[src/rtl/fft_input_loader.sv]
// Loads a frame of complex samples into the FFT data RAM in bit-reversed
// order, then starts the FFT and locks input until it reports completion.
module fft_input_loader #(
    parameter int bit_width = 29,
    parameter int in_width  = 16,
    parameter int SHIFT     = 0,
    parameter int N         = 16,
    parameter int SIZE      = 4
) (
    input  logic                        clk,
    input  logic                        rst_n,
    input  logic                        in_valid,
    output logic                        in_ready,
    input  logic signed [in_width-1:0]  in_re,
    input  logic signed [in_width-1:0]  in_im,
    input  logic                        fft_done,
    output logic                        wr_en,
    output logic [SIZE:0]               wr_addr,
    output logic signed [bit_width-1:0] wr_re,
    output logic signed [bit_width-1:0] wr_im,
    output logic                        flag_start_FFT,
    output logic                        busy
);

    typedef enum logic [1:0] {LOAD, FLUSH, START, BUSY} state_t;

    localparam logic [SIZE-1:0] LAST = SIZE'(N - 1);

    state_t                      state;
    logic [SIZE-1:0]             cnt;
    logic [SIZE-1:0]             cnt_rev;
    logic                        accept;
    logic signed [bit_width-1:0] ext_re;
    logic signed [bit_width-1:0] ext_im;

    assign accept = in_valid && in_ready;

    // Sign-extend to the internal width, then scale up by SHIFT.
    assign ext_re = bit_width'(in_re) << SHIFT;
    assign ext_im = bit_width'(in_im) << SHIFT;

    // Bit-reversed RAM address of the current sample index.
    always_comb begin
        cnt_rev = '0;
        for (int i = 0; i < SIZE; i++) begin
            cnt_rev[i] = cnt[SIZE-1-i];
        end
    end

    // Frame loader FSM; every output is registered here.
    always_ff @(posedge clk or negedge rst_n) begin
        if (!rst_n) begin
            state          <= LOAD;
            cnt            <= '0;
            in_ready       <= 1'b0;
            wr_en          <= 1'b0;
            wr_addr        <= '0;
            wr_re          <= '0;
            wr_im          <= '0;
            flag_start_FFT <= 1'b0;
            busy           <= 1'b0;
        end else begin
            unique case (state)
                LOAD: begin
                    flag_start_FFT <= 1'b0;
                    busy           <= 1'b0;
                    wr_en          <= accept;
                    if (accept) begin
                        wr_addr <= {1'b0, cnt_rev};
                        wr_re   <= ext_re;
                        wr_im   <= ext_im;
                        cnt     <= cnt + 1'b1;
                    end
                    if (accept && cnt == LAST) begin
                        state    <= FLUSH;
                        in_ready <= 1'b0;
                    end else begin
                        in_ready <= 1'b1;
                    end
                end
                FLUSH: begin
                    wr_en          <= 1'b0;
                    flag_start_FFT <= 1'b1;
                    state          <= START;
                end
                START: begin
                    flag_start_FFT <= 1'b0;
                    busy           <= 1'b1;
                    state          <= BUSY;
                end
                BUSY: begin
                    if (fft_done) begin
                        state    <= LOAD;
                        cnt      <= '0;
                        in_ready <= 1'b1;
                        busy     <= 1'b0;
                    end
                end
                default: state <= LOAD;
            endcase
        end
    end

endmodule

[config.mk]
export PLATFORM = sky130hd
export DESIGN_NAME = fft_input_loader
export DESIGN_NICKNAME = d
export VERILOG_FILES = /design/src/rtl/fft_input_loader.sv
export SDC_FILE = /design/constraint.sdc
export NUM_CORES = 1
export LEC_CHECK = 0
export ABC_AREA = 1
export BUFFER_PORTS_ARGS = -buffer_cell sky130_fd_sc_hd__clkbuf_2
export CORE_ASPECT_RATIO = 1.4
export CORE_MARGIN = 4
export CORE_UTILIZATION = 47
export CTS_BUF_LIST = sky130_fd_sc_hd__clkbuf_4
export CTS_CLUSTER_SIZE = 40
export DETAILED_ROUTE_END_ITERATION = 10
export HOLD_SLACK_MARGIN = 0.06
export PLACE_DENSITY = 0.87
export SLEW_MARGIN = 0
export SYNTH_ARGS = -nofsm -noshare
export SYNTH_HDL_FRONTEND = slang
export SYNTH_SLANG_ARGS = --single-unit
[constraint.sdc]
create_clock -name clk -period 1.8 [get_ports clk]
set_clock_uncertainty 0.05 [all_clocks]
set_input_delay 0.18 -clock clk [delete_from_list [all_inputs] [get_ports clk]]
set_output_delay 0.18 -clock clk [all_outputs]
set_load 0.02 [all_outputs]
# Word level (Yosys, flattened, before mapping)
# Index checks and enable logic that the tools add are counted.
word_totals:
  register_bits: 46
  input_bits: 36
  output_inout_bits: 67
  elab_cells: 43
op_classes:
  addsub: 1
  eq_ne: 7
  n_mux: 13
  reduce_logical: 13
ops:
  columns: ["op", "count"]
  rows:
  - ["$mux 4", 2]
  - ["$pmux 2 s4", 1]
  - ["$pmux 4 s2", 1]
  - ["$reduce_and 2->1", 4]
  - ["$ne 2x2->1 const B", 3]
  - ["$pmux 1 s2", 3]
  - ["$reduce_bool 2->1", 3]
  - ["$add 4x1->4 const B", 1]
  - ["$eq 2x2->1 const B", 2]
  - ["$eq 4x4->1 const B", 1]
  - ["$mux 2", 2]
  - ["$mux 1", 3]
  - ["$pmux 1 s3", 1]
  - ["$reduce_and 3->1", 1]
  - ["$reduce_bool 3->1", 1]
  - ["$eq 2x1->1 const B", 1]
  - ["$logic_and 1x1->1", 2]
  - ["$logic_not 2->1", 1]
  - ["$reduce_or 2->1", 1]

# Depth between registers and ports, before layout
# Gate-level depths: netlist of the first run.
logic_depth:
  word_depth: 4
  depth_mapped: 9
  depth_no_buf: 7

# Worst setup path after synthesis of the first run
# No wires, ideal clock.
synth_path:
  path_type: "register to register"
  start: "register state[0]"
  end: "register wr_im[15]"
  setup_ns: 0.119
  arrival_ns: 1.357
  required_time_ns: 1.631
  slack_ns: 0.274
  path_stages_with_launch: 10
  n_path_buf: 2
  synth_period_minus_slack_ns: 1.526
  cell_sequence: "dfrtp_1 -> inv_1 -> ha_1 -> inv_2 -> nor2_4 -> inv_2 -> buf_6 -> buf_6 -> nand2_1 -> nand2_1"
synth_via:
  elab_chain_len: 2
synth_lines:
  columns: ["item", "line", "rtl"]
  rows:
  - ["from (decl)", "29", "state_t state;"]
  - ["from (signal assigned)", "53", "state <= LOAD;"]
  - ["from (signal assigned)", "75", "state <= FLUSH;"]
  - ["from (signal assigned)", "84", "state <= START;"]
  - ["$logic_not 2->1", "63", "unique case (state)"]
  - ["$reduce_and 2->1 (no source line)", null, null]
  - ["to (signal assigned)", "71", "wr_im <= ext_im;"]
  - ["to (decl)", "20", "output logic signed [bit_width-1:0] wr_im,"]
# No other way between the ends.
# A chain may end at the register's enable or synchronous reset.

# Final worst setup path of the first run
layout_path:
  start: "register state[0]"
  end: "register cnt[1]"
layout_via:
  elab_chain_len: 3
  word_cells_on_any_way: 7
  classes_between: "3 x eq/ne; 1 x mux; 3 x reduce/logical"
layout_lines:
  columns: ["item", "line", "rtl"]
  rows:
  - ["$eq 2x2->1 or $logic_not 2->1 (tied branches)", "63", null]
  - ["$ne 2x2->1 (no source line) or $reduce_bool 2->1 (tied branches)", null, null]
  - ["$reduce_and 3->1 (no source line)", null, null]
  - ["to (signal assigned)", "72", "cnt <= cnt + 1'b1;"]
  - ["to (decl)", "30", "logic [SIZE-1:0] cnt;"]
# Several ways; a longest one is shown, not always the timed one.

==> results.json, run 1 <==
{
  "outcome": "finished clean",
  "antenna_found_initial": 0,
  "route.detailed.drc": 0,
  "grt_max_degree": 40,
  "hpwl_um": 3500,
  "num_io_pins": 103,
  "final_cells": 418,
  "period_share": 0.909,
  "cts_made_buffers": 5,
  "cts.path.max_buffers": 2,
  "core_mm2": 0.00431,
  "yosysWarnings": 0,
  "path_class": "register to register",
  "critPathLaunchType": "register",
  "numClockSinks": 46,
  "ys_seq_area_frac": 0.542,
  "drt_wl_total_um": 5170,
  "clock_latency_ns": 0.35,
  "fin_crit_ns": 1.64,
  "vias_per_cell": 4.66,
  "critPathArrivalTime_ns": 1.86,
  "gp_congestion": 0.830,
  "worst_pin_slew_ns": 0.547,
  "grt_pass1_wl_um": 8600,
  "required_ns": 2.03,
  "vias": 1946,
  "hold_path.class": "input port to register",
  "cp-end-kind": "register",
  "fmax_mhz": 611,
  "timing.hold.ws_ns": 0.239,
  "antenna_left": 0,
  "ys_ff_latch": 46,
  "diodes": 0,
  "synth_fp_nets": 288,
  "io_buffers": 101,
  "path_max_fanout": 27,
  "drive_gt1_frac": 0.324,
  "setup_violations": 0,
  "htree_levels": 2,
  "worst_slew_margin_rel": 0.635,
  "grt_overflow": 0,
  "grt_pass1_vias": 1980,
  "cts-root-buf": "clkbuf_4",
  "die_area_mm2": 0.00567,
  "powerDensity_mw_per_mm2": 1800,
  "drv_cap": 0,
  "hold_violations": 0,
  "p_leak_uw": 0.00167,
  "dr.pass1.iters": 4,
  "synthToLayoutAreaGrowth_pct": 35.8,
  "setup_tns_ns": 0,
  "syn_area_per_cell_um2": 8.63,
  "cts_tree": "done",
  "finalNetCount": 400,
  "placed_cells": 378,
  "synth_area_mm2": 0.00212,
  "avgRoutedWirePerCell_um": 12.4,
  "grt_usage": 0.192,
  "start_util": 0.492,
  "postLayoutCoreUtil": 0.669,
  "rsz0062_at_grt": "false",
  "clk_pin_slew_worst_paths_ns": 0.12,
  "netlist_instances": 246,
  "drv_slew": 0,
  "die_w_um": 64.8,
  "ir_drop_uv": 1000,
  "synth_cell_types": 20,
  "die_h_um": 87.5,
  "row_count": 28,
  "drt_iter0_markers": 36
}
==> cell usage in the layout (no fill, tap or decap) <==
cell type,n
nor3_1,2
o21ai_1,1
ha_1,6
clkbuf_2,101
dlygate4sd3_1,33
inv_1,10
inv_4,1
conb_1,1
a21oi_1,2
clkbuf_4,7
nand2_1,117
buf_6,1
inv_2,1
o21bai_1,1
dfrtp_1,46
xnor2_1,1
buf_4,4
nor2_1,5
nor2_4,1
o211ai_1,1
o21ai_0,9
nand3_1,6
nand4_1,1
==> final timing paths <==
| kind | from | cells after the start | slack, ns | to |
|---|---|---|---|---|
| worst min register to register | wr_re[2]$_DFFE_PN0P_ | 2 | 0.43 | wr_re[2]$_DFFE_PN0P_ |
| worst max-delay path | state[0]$_DFFE_PN0P_ | 7 | 0.16 | cnt[1]$_DFFE_PN0P_ |
| worst max register to register | state[0]$_DFFE_PN0P_ | 7 | 0.16 | cnt[1]$_DFFE_PN0P_ |
| min in group asynchronous | rst_n | 2 | 0.29 | wr_im[4]$_DFFE_PN0P_ |
| worst min-delay path | fft_done | 6 | 0.24 | in_ready$_DFFE_PN0P_ |
| max in group asynchronous | rst_n | 3 | 0.83 | wr_re[5]$_DFFE_PN0P_ |
==> where the power goes <==
part	total, uW	switching, uW	internal (uW)
Sequential	1910	384	1520
Clock	475	297	178
Combinational	2810	1890	919
Total	5190	2570	2620
==> stage by stage <==
step | power [uW] | instance area, um^2 | setup WS [ns]
floorplan | 4050 | 2120 | 0.274
global placement | 4560 | 2490 | 0.165
detailed placement | 4660 | 2490 | 0.0442
CTS | 5200 | 2880 | 0.0449
global route | 5610 | 2880 | 0.0441
finish | 5190 | 2880 | 0.164
==> kinds of logic after synthesis <==
group	share of synthesized area
and+or+nand+nor	0.243
buffers and inverters	0.138
DFF	0.542
AOI/OAI and AO/OA	0.0354
adders and majority gates	0.0354
xor gates and xnor gates	0.00413
other	0.00177
==> worst max-delay path, cell delays in order (launching register included) <==
cell     delay, ns
dfrtp_1       0.46
inv_1         0.11
ha_1          0.28
inv_2         0.08
nor2_4        0.16
buf_6         0.24
nand3_1       0.10
o21ai_0       0.09
==> Yosys cell counts <==
| cell type | count | share of area |
|---|---|---|
| nand2_1 | 117 | 0.21 |
| dfrtp_1 | 46 | 0.54 |
| buf_4 | 27 | 0.096 |
| inv_1 | 10 | 0.018 |
| o21ai_0 | 10 | 0.024 |
| ha_1 | 6 | 0.035 |
| nand3_1 | 6 | 0.014 |
| nor2_1 | 5 | 0.0088 |
| buf_2 | 3 | 0.0071 |
| a21oi_1 | 2 | 0.0047 |
| buf_6 | 2 | 0.011 |
| clkbuf_1 | 2 | 0.0035 |
| inv_2 | 2 | 0.0035 |
| nor3_1 | 2 | 0.0047 |
| conb_1 | 1 | 0.0018 |
| nand4_1 | 1 | 0.0029 |
| nor2_4 | 1 | 0.0053 |
| o211ai_1 | 1 | 0.0035 |
| o21bai_1 | 1 | 0.0035 |
| xnor2_1 | 1 | 0.0041 |
==> routing by layer <==
metal	part of all wire	vias to the layer above	global-route usage
met5	0	-	0
met2	0.52	86	0.343
met1	0.38	900	0.209
met4	0.022	0	0.0942
li1	-	948	-
met3	0.083	12	0.0504
==> flip-flops by register name (all words and copies together), names as in the netlist <==
register,cells
wr_re,16
wr_addr,4
state,2
flag_start_FFT,1
wr_en,1
wr_im,16
busy,1
in_ready,1
cnt,4
==> what timing repair did <==
action / in CTS / in global routing
hold buffers: 33 / 0
endpoints found under the hold margin: 53 / 0
setup buffers: 0 / 0
gates resized for setup: 0 / 4
endpoints found under the setup margin: 0 / 38
==> cell type report <==
| type | count | area, um^2 |
|---|---|---|
| fill | 349 | 1430 |
| timing repair buffer | 139 | 877 |
| multi-input combinational | 154 | 678 |
| tap | 60 | 75.1 |
| inverter | 12 | 47.5 |
| clock buffer | 7 | 52.6 |
| sequential | 46 | 1150 |
Note: power is estimated with default switching activity, not from simulation.
==> inputs of run 2 (changes only) <==
- RECOVER_POWER: unset -> 50
==> run 2 against run 1 <==
Combinational power is 3% lower. Global-route usage stayed put. Worst hold slack worse by 0.00070 ns. Highest routed layer unchanged.
==> results.json, run 2 (synthesized netlist as in run 1, its figures left out) <==
{
  "outcome": "finished clean",
  "cp-end-kind": "register",
  "final_cells": 418,
  "setup.worst_path.start": "state[0]$_DFFE_PN0P_",
  "io_buffers": 101,
  "top_regs": "wr_im x16, wr_re x16",
  "hold_path.class": "input port to register",
  "drv_slew": 0,
  "path_class": "register to register",
  "setup_ws_ns": 0.164,
  "r2r_start": "state[0]$_DFFE_PN0P_",
  "grt_pass1_wl_um": 8600,
  "hold_violations": 0,
  "swShare": 0.504,
  "r2r_setup_slack_ns": 0.16,
  "critPathLaunchType": "register",
  "grt_overflow": 0,
  "row_count": 28,
  "core_mm2": 0.00431,
  "drive_gt1_frac": 0.229,
  "power_frac_seq": 0.373,
  "fmax_mhz": 611,
  "period_share": 0.909,
  "vias": 1936,
  "final_cell_mix": "117 x nand2_1, 68 x clkbuf_2, 46 x dfrtp_1, 34 x clkbuf_1, 33 x dlygate4sd3_1",
  "worst_slew_margin_rel": 0.213,
  "switchingPower_uw": 2570,
  "finalNetCount": 400,
  "grt_usage": 0.192,
  "path_max_fanout": 27,
  "placed_cells": 378,
  "worst_pin_slew_ns": 1.18,
  "internal_power_uw": 2530,
  "route.detailed.drc": 0,
  "fin_crit_ns": 1.64,
  "drt_wl_total_um": 5190,
  "cts-root-buf": "clkbuf_4",
  "diodes": 0,
  "ir_drop_uv": 987,
  "vias_per_cell": 4.63,
  "setup_violations": 0,
  "hpwl_um": 3500,
  "synthToLayoutAreaGrowth_pct": 33.7,
  "start_util": 0.492,
  "dr.pass1.iters": 4,
  "cts_tree": "done",
  "numClockSinks": 46,
  "die_w_um": 64.8,
  "die_h_um": 87.5,
  "comb_power_share": 0.534,
  "required_ns": 2.03,
  "grt_pass1_vias": 1980,
  "cts.path.max_buffers": 2,
  "crit_chain": "inv_1 -> ha_1 -> inv_2 -> nor2_4 -> buf_6 -> nand3_1 -> o21ai_0",
  "avgRoutedWirePerCell_um": 12.4,
  "drv_cap": 0,
  "postCtsSetupBuffers": 0,
  "htree_levels": 2,
  "drt_iter0_markers": 40,
  "clk_pin_slew_worst_paths_ns": 0.12,
  "p_leak_uw": 0.00156,
  "cts_made_buffers": 5,
  "place_ws_ns": 0.0442,
  "rsz0062_at_grt": "false",
  "layout_commonest_cell": "nand2_1",
  "die_area_mm2": 0.00567,
  "antenna_left": 0,
  "critPathArrivalTime_ns": 1.86,
  "powerDensity_mw_per_mm2": 1800,
  "p_clk_frac": 0.093,
  "critPathSlowestCell": "dfrtp_1",
  "num_io_pins": 103,
  "antenna_found_initial": 0,
  "gp_congestion": 0.830,
  "setup_tns_ns": 0,
  "grt_max_degree": 40,
  "clock_latency_ns": 0.35,
  "cpPeakStageDelay_ns": 0.46,
  "hold_start": "fft_done"
}
## run 2: cell count changes in the layout (fill, tap and decap cells not counted), sizes merged
cell | previous run | this run
clkbuf | 108 | 109
buf | 5 | 4
## run 2: power groups by stage
stage	clock network (uW)	registers [uW]	logic (uW)
final	476	1900	2720
after global routing	540	1980	2990
after CTS	498	1900	2800
after detailed placement	0	1920	2740
after global placement	0	1900	2660
after floorplan	0	2390	1660
## run 2: stage by stage
stage               cell area [um^2]   util  hold slack, ns  power [uW]
finish                          2840  0.658           0.238        5100
global route                    2840  0.658           0.249        5510
CTS                             2880  0.667           0.225        5200
detailed placement              2490  0.578           0.143        4660
global placement                2490  0.578           0.133        4560
floorplan                       2120      -          -0.166        4050
## run 2: worst paths after layout
| kind | end | depth (start not counted) |
|---|---|---|
| max | cnt[1]$_DFFE_PN0P_ | 7 |
| min | in_ready$_DFFE_PN0P_ | 6 |
| max reg2reg | cnt[1]$_DFFE_PN0P_ | 7 |
| min reg2reg | wr_re[2]$_DFFE_PN0P_ | 2 |
| max in group asynchronous | wr_re[10]$_DFFE_PN0P_ | 3 |
| min in group asynchronous | wr_im[4]$_DFFE_PN0P_ | 2 |
## run 2: layout make-up
cell class / instances / area [um^2]
flip-flops and latches: 46 / 1150
inverters: 12 / 47.5
fillers: 375 / 1470
multi-input cells: 154 / 678
clock buffers: 7 / 52.6
well taps: 60 / 75.1
repair buffers: 139 / 832
## run 2: repair_timing
| action | in CTS | in global routing |
|---|---|---|
| resized for setup | 0 | 4 |
| hold endpoints to repair | 53 | 0 |
| hold buffers | 33 | 0 |
| endpoints found under the setup margin | 0 | 38 |
## run 2: routing by layer
metal	wire length, um	track usage	vias up	part of all wire
met3	415	0.0504	12	0.080
met5	0	0	-	0
met1	2000	0.209	891	0.38
met2	2660	0.343	84	0.51
met4	113	0.0942	0	0.022
li1	-	-	949	-
## run 2: critical path: cells and delay by family (launching register included)
kind,cells,cell delay (ns)
buffers and inverters,3,0.44
and+or+nand+nor,2,0.26
DFF,1,0.46
AOI/OAI and AO/OA,1,0.09
adders and majority gates,1,0.28
==> inputs of run 3 (changes only) <==
- BUFFER_PORTS_ARGS: -buffer_cell sky130_fd_sc_hd__clkbuf_2 -> unset
- CORE_UTILIZATION: 47 -> 65
- DONT_BUFFER_PORTS: unset -> 1
- GPL_TIMING_DRIVEN: unset -> 1
==> run 3 against run 2 <==
First-iteration DRC count up 30%. Design area down 16%. Worst hold slack worse by 0.14 ns. Clock power up 2%. Critical path depth unchanged. Core utilization up 10 points. Power down 8.7%. Setup slack better by 0.029 ns. Maximum frequency up 1.8%. Critical endpoint is now wr_im[14]$_DFFE_PN0P_.
==> results.json, run 3 (synthesized netlist as in run 1, its figures left out) <==
{
  "crit_chain": "inv_1 -> ha_1 -> inv_2 -> nor2_4 -> buf_8 -> nand2_1 -> nand2_1",
  "hpwl_um": 2690,
  "p_leak_uw": 0.00124,
  "path_max_fanout": 35,
  "cpPeakStageDelay_ns": 0.45,
  "r2r_start": "state[0]$_DFFE_PN0P_",
  "hold_path.class": "input port to register",
  "avgRoutedWirePerCell_um": 15.4,
  "critPathSlowestCell": "dfrtp_1",
  "timing.hold.ws_ns": 0.100,
  "drv_cap": 0,
  "synthToLayoutAreaGrowth_pct": 12.1,
  "critPathLaunchType": "register",
  "r2r_setup_slack_ns": 0.19,
  "path_class": "register to register",
  "route.detailed.drc": 0,
  "finalNetCount": 298,
  "row_count": 24,
  "postCtsSetupBuffers": 0,
  "numClockSinks": 46,
  "placed_cell_area_mm2": 0.00197,
  "cts_tree": "done",
  "grt_pass1_vias": 1528,
  "top_regs": "wr_im x16, wr_re x16",
  "clock_latency_ns": 0.35,
  "grt_overflow": 0,
  "worst_slew_margin_rel": 0.267,
  "outcome": "finished clean",
  "die_w_um": 56.3,
  "grt_pass1_wl_um": 7060,
  "grt_max_degree": 47,
  "clk_pin_slew_worst_paths_ns": 0.11,
  "start_util": 0.679,
  "setup_tns_ns": 0,
  "diodes": 0,
  "rsz0062_at_grt": "false",
  "worst_pin_slew_ns": 1.10,
  "fmax_mhz": 622,
  "path_depth": 7,
  "io_buffers": 0,
  "cts.path.max_buffers": 2,
  "cts-root-buf": "clkbuf_4",
  "die_area_mm2": 0.00426,
  "drt_iter0_markers": 52,
  "die_h_um": 75.6,
  "antenna_found_initial": 0,
  "worst_r2r_path_depth": 7,
  "fin_crit_ns": 1.61,
  "core_mm2": 0.00312,
  "vias": 1553,
  "final_cell_mix": "116 x nand2_1, 44 x dfrtp_1, 33 x dlygate4sd3_1, 10 x inv_1, 10 x o21ai_0",
  "hold_violations": 0,
  "crit_top_cell": "nand2_1",
  "worst_path_dominant_cell_family": "flip-flops",
  "postLayoutCoreUtil": 0.762,
  "cp_num_buf_inv": 3,
  "htree_levels": 2,
  "cp-end-kind": "register",
  "critPathArrivalTime_ns": 1.85,
  "layout_commonest_cell": "nand2_1",
  "drive_gt1_frac": 0.0700,
  "r2r-end": "wr_im[14]$_DFFE_PN0P_",
  "setup_violations": 0,
  "drv_slew": 0,
  "required_ns": 2.04,
  "num_io_pins": 103,
  "grt_usage": 0.220,
  "cts_made_buffers": 5,
  "gp_congestion": 0.773,
  "powerDensity_mw_per_mm2": 1960,
  "period_share": 0.893,
  "vias_per_cell": 5.25,
  "finalInstanceArea_mm2": 0.00238,
  "antenna_left": 0,
  "dr.pass1.iters": 4,
  "endpoint": "wr_im[14]$_DFFE_PN0P_",
  "setup.worst_path.start": "state[0]$_DFFE_PN0P_",
  "ir_drop_uv": 1720,
  "drt_wl_total_um": 4560
}
==> run 3: per-stage QoR <==
stage	setup WS, ns	instances	total power (uW)
after global routing	0.0267	296	5000
after detailed placement	0.0533	254	4060
after global placement	0.159	254	3990
after floorplan	0.274	246	4050
after CTS	0.0420	296	4630
final	0.193	296	4660
==> run 3: power breakdown <==
group,internal [uW],total (uW),leakage [uW],switching (uW)
Combinational,529,1740,0.000634,1210
Clock,181,485,0.0000338,305
Sequential,1520,2430,0.000572,910
Total,2230,4660,0.00124,2420
==> run 3: worst register-to-register path, cell delays in order (launching register included) <==
cell and delay (ns):
dfrtp_1 0.45, inv_1 0.10, ha_1 0.26, inv_2 0.08
nor2_4 0.16, buf_8 0.24, nand2_1 0.12, nand2_1 0.10
==> run 3: worst min path at each step <==
stage	cells past startpoint	slack, ns	end	start
global placement	0	-0.16	wr_im[0]$_DFFE_PN0P_	rst_n
floorplan	0	-0.17	busy$_DFFE_PN0P_	rst_n
CTS	4	0.11	state[0]$_DFFE_PN0P_	fft_done
detailed placement	0	-0.16	wr_im[0]$_DFFE_PN0P_	rst_n
finish	4	0.10	state[0]$_DFFE_PN0P_	fft_done
global route	4	0.11	state[0]$_DFFE_PN0P_	fft_done
==> run 3: cell type report <==
type	count	area (um^2)
clock buffer	7	52.6
clock inverter	1	3.75
fill	220	743
inverter	12	47.5
multi-input combinational	154	683
sequential	46	1150
tap	39	48.8
timing repair buffer	37	390
==> run 3: metal layers <==
| metal | GRT usage | part of all wire | vias up |
|---|---|---|---|
| li1 | - | - | 744 |
| met1 | 0.240 | 0.35 | 736 |
| met2 | 0.395 | 0.56 | 65 |
| met3 | 0.0746 | 0.073 | 8 |
| met4 | 0.0923 | 0.016 | 0 |
| met5 | 0 | 0 | - |
==> run 3: repair_timing <==
item                                   CTS  global route
endpoints found under the hold margin   78             0
hold buffers                            34             0
setup endpoints to repair                0            39
gates resized for setup                  0             6
